--- config.mk ---
export PLATFORM = sky130hd
export DESIGN_NAME = audio_dma_sched_flat
export DESIGN_NICKNAME = d
export VERILOG_FILES = /design/src/rtl/audio_dma_sched_if.sv /design/src/rtl/audio_dma_sched.sv /design/src/flat_wrapper.sv
export SDC_FILE = /design/constraint.sdc
export NUM_CORES = 1
export LEC_CHECK = 0
export BUFFER_PORTS_ARGS = -buffer_cell sky130_fd_sc_hd__buf_2
export CAP_MARGIN = 20
export CORE_UTILIZATION = 47
export CTS_CLUSTER_SIZE = 28
export DETAILED_ROUTE_END_ITERATION = 10
export PLACE_DENSITY = 0.86
export SETUP_SLACK_MARGIN = 0.1
export SLEW_MARGIN = 10
export SYNTH_ARGS = -nofsm -noshare
export SYNTH_HDL_FRONTEND = slang
export SYNTH_SLANG_ARGS = --single-unit
--- constraint.sdc ---
create_clock -name clk -period 5 [get_ports clk]
set_clock_uncertainty 0.05 [all_clocks]
set_input_delay 1.5 -clock clk [delete_from_list [all_inputs] [get_ports clk]]
set_output_delay 1.5 -clock clk [all_outputs]
set_load 0.01 [all_outputs]
--- src/rtl/audio_dma_sched_if.sv ---
// Memory read port shared by the audio DMA scheduler: a request/address pair
// held until a single-cycle acknowledge that carries the read data.
interface audio_dma_sched_if;
    logic        mem_req_o;
    logic [15:0] mem_addr_o;
    logic [15:0] mem_data_i;
    logic        mem_ack_i;

    modport master (output mem_req_o, mem_addr_o, input mem_data_i, mem_ack_i);
    modport slave  (input mem_req_o, mem_addr_o, output mem_data_i, mem_ack_i);
endinterface

--- src/rtl/audio_dma_sched.sv ---
// Round-robin scheduler that hands each free VRAM audio slot to at most one
// requesting audio channel and performs that channel's single-word fetch.
module audio_dma_sched #(
    parameter int CHANNELS = 4
) (
    input  logic                     clk,
    input  logic                     reset_i,
    input  logic                     audio_enable_i,
    input  logic                     slot_i,
    input  logic [CHANNELS-1:0]      chan_fetch_i,
    input  logic [16*CHANNELS-1:0]   chan_addr_i,
    output logic [CHANNELS-1:0]      chan_start_o,
    output logic [CHANNELS-1:0]      chan_end_o,
    output logic [15:0]              chan_word_o,
    output logic                     busy_o,
    audio_dma_sched_if.master        mem
);

    localparam int IDX_W = (CHANNELS > 1) ? $clog2(CHANNELS) : 1;

    typedef enum logic [2:0] {IDLE, START, POLL, READ, FINISH} state_t;

    state_t           state;
    state_t           state_nxt;
    logic [IDX_W-1:0] rr_last;
    logic [IDX_W-1:0] winner;
    logic [IDX_W-1:0] pick_idx;
    logic [IDX_W-1:0] cand;
    logic             pick_valid;
    logic [15:0]      addr_arr [CHANNELS];

    for (genvar g = 0; g < CHANNELS; g++) begin : g_addr
        assign addr_arr[g] = chan_addr_i[16*g +: 16];
    end

    // Scan upward from the channel after the last winner; the first hit wins.
    always_comb begin
        // NOTE: every combinational output gets a default before any branch,
        // so no path leaves it unassigned and no latch is inferred.
        pick_valid = 1'b0;
        pick_idx   = '0;
        cand       = '0;
        for (int i = 1; i <= CHANNELS; i++) begin
            cand = IDX_W'((int'(rr_last) + i) % CHANNELS);
            if (!pick_valid && chan_fetch_i[cand]) begin
                pick_valid = 1'b1;
                pick_idx   = cand;
            end
        end
    end

    always_ff @(posedge clk or posedge reset_i) begin
        // NOTE: clocked state uses non-blocking assignments so every register
        // samples pre-edge values regardless of block evaluation order.
        if (reset_i) state <= IDLE;
        else         state <= state_nxt;
    end

    // Outputs decode registered state only; no input reaches an output combinationally.
    always_comb begin
        state_nxt     = state;
        chan_start_o  = '0;
        chan_end_o    = '0;
        busy_o        = (state != IDLE);
        mem.mem_req_o = (state == READ);
        unique case (state)
            IDLE:   if (slot_i && audio_enable_i) state_nxt = START;
            START: begin
                chan_start_o = '1;
                state_nxt    = audio_enable_i ? POLL : IDLE;
            end
            POLL:   state_nxt = (audio_enable_i && pick_valid) ? READ : IDLE;
            READ:   if (mem.mem_ack_i) state_nxt = FINISH;
            FINISH: begin
                for (int i = 0; i < CHANNELS; i++)
                    chan_end_o[i] = (winner == IDX_W'(i));
                state_nxt = IDLE;
            end
            default: state_nxt = IDLE;
        endcase
    end

    always_ff @(posedge clk or posedge reset_i) begin
        if (reset_i) begin
            rr_last        <= IDX_W'(CHANNELS - 1);
            winner         <= '0;
            mem.mem_addr_o <= '0;
            chan_word_o    <= '0;
        end else begin
            if (state == POLL && audio_enable_i && pick_valid) begin
                winner         <= pick_idx;
                mem.mem_addr_o <= addr_arr[pick_idx];
            end
            if (state == READ && mem.mem_ack_i)
                chan_word_o <= mem.mem_data_i;
            // Priority only advances once the end strobe has actually been issued.
            if (state == FINISH)
                rr_last <= winner;
        end
    end

endmodule

--- src/flat_wrapper.sv ---
// flat-port wrapper written by rule: the top's interface ports become plain ports
module audio_dma_sched_flat 
#(
    parameter int CHANNELS = 4
)
  (clk, reset_i, audio_enable_i, slot_i, chan_fetch_i, chan_addr_i, chan_start_o, chan_end_o, chan_word_o, busy_o, mem_mem_req_o, mem_mem_addr_o, mem_mem_data_i, mem_mem_ack_i);
  audio_dma_sched_if mem_i ();
  input  logic clk;
  input  logic reset_i;
  input  logic audio_enable_i;
  input  logic slot_i;
  input  logic [CHANNELS-1:0] chan_fetch_i;
  input  logic [16*CHANNELS-1:0] chan_addr_i;
  output logic [CHANNELS-1:0] chan_start_o;
  output logic [CHANNELS-1:0] chan_end_o;
  output logic [15:0] chan_word_o;
  output logic busy_o;
  output wire logic [$bits(mem_i.mem_req_o)-1:0] mem_mem_req_o;
  output wire logic [$bits(mem_i.mem_addr_o)-1:0] mem_mem_addr_o;
  input wire logic [$bits(mem_i.mem_data_i)-1:0] mem_mem_data_i;
  input wire logic [$bits(mem_i.mem_ack_i)-1:0] mem_mem_ack_i;
  assign mem_mem_req_o = mem_i.mem_req_o;
  assign mem_mem_addr_o = mem_i.mem_addr_o;
  assign mem_i.mem_data_i = mem_mem_data_i;
  assign mem_i.mem_ack_i = mem_mem_ack_i;
  audio_dma_sched #(.CHANNELS(CHANNELS)) u_core (.clk(clk), .reset_i(reset_i), .audio_enable_i(audio_enable_i), .slot_i(slot_i), .chan_fetch_i(chan_fetch_i), .chan_addr_i(chan_addr_i), .chan_start_o(chan_start_o), .chan_end_o(chan_end_o), .chan_word_o(chan_word_o), .busy_o(busy_o), .mem(mem_i));
endmodule
==> flow_summary_export.csv, run 1 <==
group,metric,value,unit
clock_tree,clk_path_buf_depth,2,
setup_path,reg2reg_depth,5,
drt,first_pass_iters,5,
finish,area_growth,36.4,%
finish,stdcell_area,0.00296,sq mm
drt,routed.top_layer,"met4",
drt,wl_met1,2.63,mm
clock_tree,cts_setup_buffers,0,
clock_tree,root_buffer,"clkbuf_8",
drt,routed_via_density,5.33,
die,initial_core_util,49.5,%
die,die_area,0.00489,sq mm
place,hpwl,4.37,mm
grt,antenna_found_initial,0,
logic_synthesis,syn-num-nets,324,
die,boundaryPins,131,
setup_path,reg2reg_to,"u_core.mem.mem_addr_o[7]",
setup_path,critPathMaxFanout,17,
clock_tree,cts_resized,0,
finish,multiInputGateArea,0.00110,sq mm
grt,grt_usage,25.0,%
pwr,leakage,1.59,nW
logic_synthesis,ys_seq_elements,39,
sta,slew_headroom,52.3,%
sta,tns,0,ns
logic_synthesis,syn_avg_cell_area,9.23,sq um
die,core,0.00438,sq mm
finish,final_cell_mix,"buf_2, nand2_1, dfrtp_1",
sta,slew_violations,0,
finish,seq_area,978,sq um
run,timing.max_cap.violations,0,
setup_path,r2r_start,"u_core.rr_last[1]",
sta,hold_viol,0,
clock_tree,h-tree-depth,2,
place,gp_congestion,0.869,
setup_path,cp.required,5.14,ns
logic_synthesis,synthCells,235,
clock_tree,clk_pin_slew_worst_paths,0.08,ns
min_path,hold_start,"u_core.chan_word_o[1]",
drt,remaining_drc_errors,0,
sta,worst_slew_pin_slew,0.715,ns
drt,drtIter0Drc,127,
logic_synthesis,yosys_warnings,0,
drt,wl_met2,2.75,mm
min_path,hp-class,"reg2reg",
min_path,min_path_cells,2,
sta,rsz0062_at_grt,"false",
finish,nets,448,
sta,post-route-period-util,66.8,%
drt,wl_per_cell,14.5,um
finish,num-fill-cells,359,
drt,ant_nets,0,
grt,grt-ovfl-total,0,
min_path,min_to,"u_core.chan_word_o[1]",
die,die_width,69.9,um
logic_synthesis,yosysSeqAreaShare,45.1,%
drt,wl_met3,508,um
grt,grt_pass1_wl,9.69,mm
logic_synthesis,synth.distinct_cells,40,
finish,insertedDiodeCount,0,
place,port_buffers,130,
sta,setup_viol,0,
die,die_y,69.9,um
sta,period_minus_slack,3.34,ns
status,outcome,"finished clean",
finish,layout_commonest_cell,"buf_2",
drt,vias,2196,
setup_path,startpoint,"chan_fetch_i[0]",
pwr,peakVddDrop,0.270,mV
setup_path,critPathKind,"in2reg",
setup_path,cp-end-kind,"flip-flop",
finish,drive_gt1_share,44.4,%
clock_tree,hold_buffers,0,
drt,drt_wl_total,5.98,mm
die,row_count,24,
pwr,pwr_density_cell,496,mW/mm^2
clock_tree,clk_latency,0.29,ns
setup_path,rrSetupSlack,2.41,ns
grt,grt_start_max_net_pins,40,
clock_tree,clock_sinks,39,
clock_tree,cts_buffers,5,
clock_tree,cts_tree,"built",
setup_path,critPathArrivalTime,3.48,ns
setup_path,cp-start-kind,"primary input",
logic_synthesis,netlist_area,0.00217,sq mm
sta,max_freq,299,MHz
place,placed_cell_area,0.00282,sq mm
grt,grt_pass1_vias,2129,
## report_power, final
part / leakage (nW) / switching, mW / internal [mW]
Combinational: 1.03 / 0.332 / 0.280
Clock: 0.0644 / 0.118 / 0.199
Sequential: 0.495 / 0.0904 / 0.448
Total: 1.59 / 0.541 / 0.927
## through the flow
| stage | utilization (%) | hold WS, ns | std cells | power, mW | worst slack (ns) |
|---|---|---|---|---|---|
| 2_1_floorplan | - | 0.430 | 235 | 0.947 | 1.83 |
| 3_3_place_gp | 64.2 | 0.403 | 403 | 1.13 | 1.41 |
| 3_5_place_dp | 64.2 | 0.407 | 403 | 1.15 | 1.32 |
| 4_1_cts | 67.4 | 0.427 | 411 | 1.47 | 1.63 |
| 5_1_grt | 67.5 | 0.463 | 412 | 1.56 | 1.56 |
| 6_report | 67.5 | 0.428 | 412 | 1.47 | 1.66 |
## cells in the mapped netlist (all sizes together)
library cell  count  area share [%]
o2bb2ai           1             1.3
a2bb2oi           1            0.69
o21ai            17             3.9
and2b             1            0.40
a21oi             9             2.1
mux2              9             5.0
nand2b            3            0.87
a221o             9             4.2
nor3              1            0.23
buf              10             3.2
and2              1            0.29
dfrtp            37              43
clkbuf            6             1.0
nor2              5             1.2
a211o             7             2.8
mux2i             8             3.9
and3b             1            0.40
nor3b             2            0.69
dfstp             2             2.4
a21boi            1            0.35
o21ba             1            0.46
nor4bb            1            0.46
inv               1            0.17
nand3b            1            0.35
or3               1            0.29
nand2            68              12
o211ai            7             2.4
o41ai             1            0.40
clkinv            1            0.17
o21bai            2            0.69
nand3            16             3.7
a21o              2            0.69
a31oi             1            0.58
and3              1            0.29
## cell families after synthesis
| group | count (synthesis) | synth area share, % |
|---|---|---|
| compound gates | 59 | 20.5 |
| simple gates | 102 | 20.9 |
| mux | 17 | 8.88 |
| buf+inv | 18 | 4.56 |
| flops | 39 | 45.1 |
## final cells by class
class,count,area share (%)
Sequential cell,39,33.1
Multi-Input combinational cell,178,37.2
Inverter,2,0.254
Timing Repair Buffer,133,22.7
Tap cell,52,2.20
Clock inverter,3,2.28
Clock buffer,5,2.32
## worst max path at each step
| stage | end | slack [ns] |
|---|---|---|
| floorplan | u_core.mem.mem_addr_o[2] | 1.83 |
| global placement | u_core.mem.mem_addr_o[12] | 1.41 |
| detailed placement | u_core.mem.mem_addr_o[7] | 1.32 |
| CTS | u_core.mem.mem_addr_o[7] | 1.63 |
| global route | u_core.mem.mem_addr_o[7] | 1.56 |
| finish | u_core.mem.mem_addr_o[7] | 1.66 |
## sequential cells by signal, indices dropped and copies added (netlist names)
signal	flops
u_core.chan_word_o	16
u_core.mem.mem_addr_o	16
u_core.rr_last	2
u_core.state	3
u_core.winner	2
## layer usage
metal / GRT usage [%] / vias up
li1: - / 1076
met1: 31.4 / 1019
met2: 40.3 / 92
met3: 8.51 / 9
met4: 8.44 / 0
met5: 0 / -
## critical path, cell delays in order
cell and delay [ns]:
buf_2 0.12, and2b_2 0.27, o21ba_2 0.33, nor2_4 0.52, mux2_2 0.41, a221o_1 0.32
(Power assumes the default switching activity.)
==> run 2, diff against run 1 <==
CORE_UTILIZATION = 39   (was 47)
PLACE_DENSITY = 0.76   (was 0.86)
clock period = 2.76 ns   (was 5 ns; I/O delays follow)
==> flow_summary_export.csv, run 2 (same netlist as run 1, synthesis figures left out) <==
group,metric,value,unit
setup_path,reg2reg_depth,5,
status,outcome,"finished clean",
sta,setup_viol,0,
setup_path,cp_cell_sequence,"buf_2 -> and2b_2 -> o21ba_2 -> nor2_4 -> mux2_2 -> a221o_1",
clock_tree,clk_path_buf_depth,2,
clock_tree,clk_pin_slew_worst_paths,0.08,ns
setup_path,worst_path_largest_cell_delay,0.38,ns
finish,largestRegisters,"u_core.chan_word_o (16), u_core.mem.mem_addr_o (16), u_core.state (3)",
clock_tree,cts_buffers,5,
finish,fin_cells,439,
clock_tree,clock_sinks,39,
clock_tree,hold_buffers,0,
min_path,min_path_cells,2,
sta,slew_headroom,67.3,%
sta,slew_violations,0,
sta,tns,0,ns
sta,rsz0062_at_grt,"false",
sta,hold_viol,0,
drt,wl_per_cell,14.7,um
setup_path,rrSetupSlack,0.46,ns
pwr,leakage,1.61,nW
min_path,min_to,"u_core.chan_word_o[2]",
clock_tree,cts_resized,0,
die,die_y,76.6,um
finish,area_growth,38.4,%
setup_path,critPathKind,"in2reg",
drt,routed_via_density,5.18,
clock_tree,root_buffer,"clkbuf_8",
place,hpwl,4.83,mm
setup_path,reg2reg_to,"u_core.mem.mem_addr_o[15]",
finish,nets,457,
drt,vias,2272,
place,gp_congestion,0.827,
run,timing.max_cap.violations,0,
finish,drive_gt1_share,45.8,%
die,row_count,26,
die,core,0.00524,sq mm
min_path,hold_start,"u_core.chan_word_o[2]",
drt,drt_wl_total,6.45,mm
grt,grt-ovfl-total,0,
sta,post-route-period-util,86.4,%
die,boundaryPins,131,
drt,first_pass_iters,4,
grt,grt_pass1_wl,10.6,mm
sta,period_minus_slack,2.38,ns
setup_path,cp.required,2.88,ns
clock_tree,h-tree-depth,2,
setup_path,crit_slowest_cell,"mux2_2",
pwr,pwr_density_cell,842,mW/mm^2
setup_path,cp-end-kind,"flip-flop",
finish,final_core_util,57.3,%
drt,remaining_drc_errors,0,
pwr,peakVddDrop,0.479,mV
setup_path,r2r_start,"u_core.rr_last[1]",
finish,insertedDiodeCount,0,
die,die_width,76.6,um
sta,max_freq,419,MHz
grt,antenna_found_initial,0,
clock_tree,cts_tree,"built",
grt,grt_usage,22.9,%
sta,worst_slew_pin_slew,0.491,ns
place,port_buffers,130,
die,die_area,0.00587,sq mm
grt,grt_pass1_vias,2260,
setup_path,cp-start-kind,"primary input",
drt,drtIter0Drc,120,
setup_path,critPathArrivalTime,2.51,ns
clock_tree,clk_latency,0.29,ns
drt,ant_nets,0,
place,placed_cells,431,
clock_tree,cts_setup_buffers,0,
grt,grt_start_max_net_pins,40,
min_path,hp-class,"reg2reg",
finish,final_cell_mix,"buf_2, nand2_1, dfrtp_1",
setup_path,critPathMaxFanout,11,
finish,layout_commonest_cell,"buf_2",
die,initial_core_util,41.4,%
## run 2: cell types whose count changed in the layout (fill, tap and decap cells not counted)
cell and change:
buf_4 +9, bufinv_16 -2, clkinv_2 +1, clkinvlp_4 +1
## run 2: worst max-delay path: cells and delay by family
family / cells / cell delay [ns]
compound gates: 2 / 0.57
buf+inv: 1 / 0.11
mux: 1 / 0.38
simple gates: 2 / 0.62
## run 2: layer usage
| layer | up-vias | routed length (um) | GRT usage (%) | share of wire [%] |
|---|---|---|---|---|
| met5 | - | 0 | 0 | 0 |
| li1 | 1098 | - | - | - |
| met2 | 109 | 3190 | 37.0 | 49 |
| met3 | 8 | 433 | 5.51 | 6.7 |
| met1 | 1057 | 2740 | 29.6 | 42 |
| met4 | 0 | 83 | 8.85 | 1.3 |
## run 2: layout make-up
type	instances	area, sq um
timing repair buffer	142	741
sequential	39	978
multi-input combinational	178	1100
clock inverter	3	20.0
tap	70	87.6
clock buffer	5	68.8
fill	484	2230
inverter	2	7.51
## run 2: where the power goes
group	switching (mW)	total, mW	internal [mW]
Clock	0.214	0.390	0.176
Sequential	0.170	0.982	0.812
Combinational	0.613	1.16	0.545
## run 2: worst max-delay path by stage
stage | end | cells past startpoint | startpoint | slack [ns]
2_1_floorplan | u_core.mem.mem_addr_o[2] | 6 | chan_fetch_i[0] | 0.26
3_3_place_gp | u_core.mem.mem_addr_o[15] | 6 | chan_fetch_i[0] | 0.13
3_5_place_dp | u_core.mem.mem_addr_o[13] | 6 | chan_fetch_i[0] | 0.07
4_1_cts | u_core.mem.mem_addr_o[15] | 6 | chan_fetch_i[0] | 0.39
5_1_grt | u_core.mem.mem_addr_o[15] | 6 | chan_fetch_i[0] | 0.33
6_report | u_core.mem.mem_addr_o[15] | 6 | chan_fetch_i[0] | 0.38
## run 2: per-stage QoR
| step | power, mW | setup WS [ns] | instance area, sq um | hold slack (ns) |
|---|---|---|---|---|
| CTS | 2.55 | 0.386 | 3000 | 0.433 |
| floorplan | 1.72 | 0.264 | 2170 | 0.430 |
| global placement | 2.11 | 0.134 | 2910 | 0.404 |
| detailed placement | 2.16 | 0.0700 | 2910 | 0.411 |
| finish | 2.53 | 0.375 | 3000 | 0.428 |
| global route | 2.72 | 0.329 | 3000 | 0.468 |
